[src/rtl/ram_port_arbiter.sv]
// ram_port_arbiter: two-requester round-robin/locking arbiter for a shared dual-address RAM
module ram_port_arbiter #(
  parameter int BIT_WIDTH  = 8,
  parameter int ADDR_WIDTH = 5,
  parameter int RD_LAT     = 2,
  parameter int MAX_LOCK   = 16
) (
  input  logic                  clock,
  input  logic                  reset,
  input  logic                  req0,
  input  logic                  req1,
  input  logic                  wr0,
  input  logic                  wr1,
  input  logic                  lock0,
  input  logic                  lock1,
  input  logic [ADDR_WIDTH-1:0] addr0,
  input  logic [ADDR_WIDTH-1:0] addr1,
  input  logic [BIT_WIDTH-1:0]  wdata0,
  input  logic [BIT_WIDTH-1:0]  wdata1,
  output logic                  gnt0,
  output logic                  gnt1,
  output logic                  rvalid0,
  output logic                  rvalid1,
  output logic [BIT_WIDTH-1:0]  rdata,
  output logic [ADDR_WIDTH-1:0] ram_rdaddr,
  output logic [ADDR_WIDTH-1:0] ram_wraddr,
  output logic [BIT_WIDTH-1:0]  ram_data,
  output logic                  ram_wren,
  input  logic [BIT_WIDTH-1:0]  ram_q,
  output logic [1:0]            owner
);
  localparam int CW = $clog2(MAX_LOCK + 1);
  typedef enum logic [1:0] {ARB = 2'b00, LOCK0 = 2'b01, LOCK1 = 2'b10} state_t;
  state_t state, state_d;
  logic ptr, ptr_d, any, win, wr, lk, hold, rd;
  logic [CW-1:0] cnt, cnt_d, cnt_inc;
  logic [ADDR_WIDTH-1:0] addr;
  logic [BIT_WIDTH-1:0] wd;
  logic [RD_LAT-1:0] vld, tag;
  always_comb begin
    gnt0 = reset & (state == ARB ? req0 & (~req1 | ptr) : state == LOCK0 & req0);
    gnt1 = reset & (state == ARB ? req1 & (~req0 | ~ptr) : state == LOCK1 & req1);
    any = gnt0 | gnt1;
    win = gnt1;
    wr = win ? wr1 : wr0;
    lk = win ? lock1 : lock0;
    addr = win ? addr1 : addr0;
    wd = win ? wdata1 : wdata0;
    rd = any & ~wr;
    ram_wren = any & wr;
    ram_wraddr = ram_wren ? addr : '0;
    ram_data = ram_wren ? wd : '0;
    ram_rdaddr = rd ? addr : '0;
    rdata = ram_q;
    rvalid0 = vld[RD_LAT-1] & ~tag[RD_LAT-1];
    rvalid1 = vld[RD_LAT-1] & tag[RD_LAT-1];
    hold = state == LOCK1 ? lock1 : lock0;
    cnt_inc = cnt + 1'b1;
    ptr_d = any ? win : ptr;
    state_d = state;
    cnt_d = cnt;
    if (state == ARB) begin
      if (any & lk) begin
        state_d = win ? LOCK1 : LOCK0;
        cnt_d = CW'(1);
      end
    end else if (!hold || (any && cnt_inc == CW'(MAX_LOCK))) begin
      state_d = ARB;
      cnt_d = '0;
    end else if (any) begin
      cnt_d = cnt_inc;
    end
  end
  always_ff @(posedge clock) begin
    if (!reset) begin
      state <= ARB;
      ptr <= 1'b1;
      cnt <= '0;
      vld <= '0;
      tag <= '0;
      owner <= 2'b00;
    end else begin
      state <= state_d;
      ptr <= ptr_d;
      cnt <= cnt_d;
      vld <= (vld << 1) | RD_LAT'(rd);
      tag <= (tag << 1) | RD_LAT'(rd & win);
      owner <= state_d;
    end
  end
endmodule
[config.mk]
export PLATFORM = sky130hd
export DESIGN_NAME = ram_port_arbiter
export DESIGN_NICKNAME = d
export VERILOG_FILES = /design/src/rtl/ram_port_arbiter.sv
export SDC_FILE = /design/constraint.sdc
export NUM_CORES = 1
export LEC_CHECK = 0
export ABC_AREA = 1
export CAP_MARGIN = 20
export CELL_PAD_IN_SITES_DETAIL_PLACEMENT = 1
export CELL_PAD_IN_SITES_GLOBAL_PLACEMENT = 1
export CORE_ASPECT_RATIO = 0.75
export CORE_MARGIN = 10
export CORE_UTILIZATION = 23
export DETAILED_ROUTE_END_ITERATION = 7
export PLACE_DENSITY = 0.92
export SLEW_MARGIN = 20
export SYNTH_ARGS = -nofsm -noshare
export SYNTH_HDL_FRONTEND = slang
export SYNTH_SLANG_ARGS = --single-unit
[constraint.sdc]
create_clock -name clock -period 2.8 [get_ports clock]
set_input_delay 0.42 -clock clock [delete_from_list [all_inputs] [get_ports clock]]
set_output_delay 0.42 -clock clock [all_outputs]
set_load 0.1 [all_outputs]
==> flow_summary.json <==
{
  "drt_wl_total_um": 4230,
  "clock_power_share_pct": 24.4,
  "clk_pin_slew_worst_paths_ns": 0.05,
  "drt_pass1_iterations": 4,
  "diodes": 0,
  "synth_edf_count": 0,
  "globalplace.congestion": 0.812,
  "avgSynthCellArea_um2": 6.50,
  "hold_depth": 2,
  "drive_gt1_share_pct": 31.1,
  "r2r_end": "cnt[0]",
  "cts_hold_buf": 0,
  "crit_path_cell_trace": "clkdlybuf4s50_1 -> nand2_2 -> nor2_4 -> nand2_4 -> inv_2 -> nor2_2 -> nor2_4 -> nand2_2 -> a21oi_2 -> buf_12",
  "place_hpwl_um": 3680,
  "die-area_um2": 7490,
  "powerDensity_nw_per_um2": 405,
  "grt_overflow": 0,
  "crit_path_top_delay_cell": "clkdlybuf4s50_1",
  "final_util_pct": 46.1,
  "ff2ff_setup_slack_ns": 1.20,
  "synth_seq_cells": 12,
  "antenna_found_initial": 0,
  "grt_usage_pct": 10.8,
  "setup_viol": 0,
  "cp-start-kind": "input pin",
  "fin_hold_ws_ns": 0.412,
  "fmax_ghz": 0.377,
  "p_leak_nw": 0.836,
  "cts_setup_buffers": 0,
  "instances_no_fill": 264,
  "cpPeakStageDelay_ns": 0.54,
  "required_ns": 2.38,
  "switching_share_pct": 42.2,
  "rsz0062_at_grt": "no",
  "grt_max_degree": 15,
  "cts_tree": "done",
  "cts_root_buffer": "clkbuf_8",
  "worst_pin_slew_ns": 0.401,
  "synth_ff_type": "dfxtp_1",
  "grt_pass1_wl_um": 6800,
  "report.power.total_mw": 0.775,
  "synthTopCellsByArea": "dfxtp_1 (24%), nand2_1 (13%), nand3_1 (7.9%), inv_1 (7.8%), buf_4 (6.7%)",
  "finalCritPeriodShare_pct": 94.7,
  "vias": 1187,
  "layout_commonest_cell": "nand2_1",
  "whs_endpoint": "vld[1]",
  "holdCritStartpoint": "vld[0]",
  "cp_num_buf_inv": 3,
  "timing.final.crit_period_ns": 2.65,
  "critical_path.max_fanout": 14,
  "p_switching_mw": 0.328,
  "h-tree-depth": 1,
  "critical_path.top_delay_family": "buffers and inverters",
  "yosysUniqueCellTypes": 21,
  "endpoint_kind": "primary output",
  "wl_per_cell_um": 16.0,
  "yosys.area.top_type_share_pct": 23.7,
  "critPathKind": "in2out",
  "syn-instance-count": 156,
  "clock_path_buffers": 2,
  "slew_viol_final": 0,
  "reg2reg_depth": 10,
  "core.rowCount": 20,
  "min-delay-path-class": "reg2reg",
  "areaGrowthSynthToFinish_pct": 88.8,
  "worstPathArrival_ns": 2.23,
  "hold_viol": 0,
  "synth_top_cell_by_area": "dfxtp_1",
  "cts_made_buffers": 3,
  "power.share.combinational_pct": 51.8,
  "synth-seq-area-share_pct": 23.7,
  "via_per_inst": 4.50,
  "start_util_pct": 24.4,
  "coreArea_um2": 4150,
  "final_cell_mix": "nand2_1 (36), clkdlybuf4s50_1 (33), inv_1 (21), buf_12 (21), nand3_1 (16)",
  "io_pins": 75,
  "status": "completed",
  "r2r-start": "state[1]",
  "ir_worst_vdd_uv": 128,
  "drt_iter0_drc": 51,
  "ant_nets": 0,
  "fin_nets": 254,
  "netlist_area_um2": 1010,
  "async_flop_share_pct": 0,
  "synth_nets": 200,
  "port_buffers": 58,
  "yosys_warnings": 0,
  "dp_cells": 260,
  "clock_skew_ns": 0.00773,
  "die_h_um": 77.5,
  "cap_violations": 0,
  "clk_latency_ns": 0.24,
  "grt_pass1_vias": 1302,
  "p_int_mw": 0.448,
  "p_seq_share_pct": 23.9,
  "die_w_um": 96.7,
  "maxSlewHeadroom_pct": 72.5,
  "drc": 0,
  "cts.sinks": 12,
  "cts_resized": 0
}
-- registers in the layout (all words and copies together) (netlist names) --
register and count:
ptr 1, vld 2, cnt 5, state 2, tag 2
-- cell type report --
class / instances / area (um2)
clock buffer: 4 / 55.1
timing repair buffer: 61 / 803
sequential: 12 / 241
fill: 512 / 2240
tap: 55 / 68.8
multi-input combinational: 108 / 654
inverter: 24 / 90.1
-- worst register-to-register path, delay by kind of cell (launching register included) --
family | cells | cell delay, ns
and+or+nand+nor | 7 | 0.83
buffers and inverters | 3 | 0.36
DFF | 1 | 0.34
-- metal layers --
layer / up-vias / routed length, um / GRT usage (%)
met3: 4 / 256 / 3.10
met2: 32 / 2290 / 20.5
met4: 0 / 37 / 2.94
li1: 594 / - / -
met5: - / 0 / 0
met1: 557 / 1650 / 11.4
-- through the flow --
step / setup slack, ns / cell area (um2) / TNS, ns
floorplan: -0.121 / 1080 / -1.12
global placement: 0.202 / 1860 / 0
detailed placement: 0.121 / 1860 / 0
CTS: 0.120 / 1910 / 0
global route: 0.00554 / 1910 / 0
finish: 0.148 / 1910 / 0
-- power groups by stage --
stage / registers (mW) / clock network [mW] / logic (mW)
2_1_floorplan: 0.196 / 0 / 0.291
3_3_place_gp: 0.188 / 0 / 0.396
3_5_place_dp: 0.188 / 0 / 0.404
4_1_cts: 0.185 / 0.196 / 0.405
5_1_grt: 0.186 / 0.203 / 0.419
6_report: 0.185 / 0.189 / 0.401
-- Yosys cell counts (2+ instances only) --
master   count
inv_1       21
buf_6        2
buf_4        9
ha_1         2
a21oi_2      4
dfxtp_1     12
nand2_2      3
nor2_1      12
nor2_2       7
nor2_4       3
inv_2        3
nand3_1     16
mux2i_1      5
nand2_1     36
nand4_1      5
a21oi_1     11
-- how the worst max path moves through the flow --
| stage | from | to | cells past startpoint |
|---|---|---|---|
| after floorplan | state[0] | ram_data[3] | 7 |
| final | reset | ram_data[3] | 10 |
| after CTS | reset | ram_data[3] | 10 |
| after global routing | reset | ram_data[3] | 10 |
| after detailed placement | reset | ram_data[3] | 10 |
| after global placement | reset | ram_data[3] | 10 |
-- logic make-up (layout without fill, tap and decap cells) --
| family | after synthesis | count (layout) | synth area share (%) |
|---|---|---|---|
| fa+ha+maj | 2 | 2 | 2.47 |
| mux | 5 | 5 | 4.94 |
| flops | 12 | 12 | 23.7 |
| compound gates | 17 | 17 | 10.2 |
| simple gates | 84 | 84 | 40.4 |
| buf+inv | 36 | 89 | 18.3 |
(Power assumes the default switching activity.)
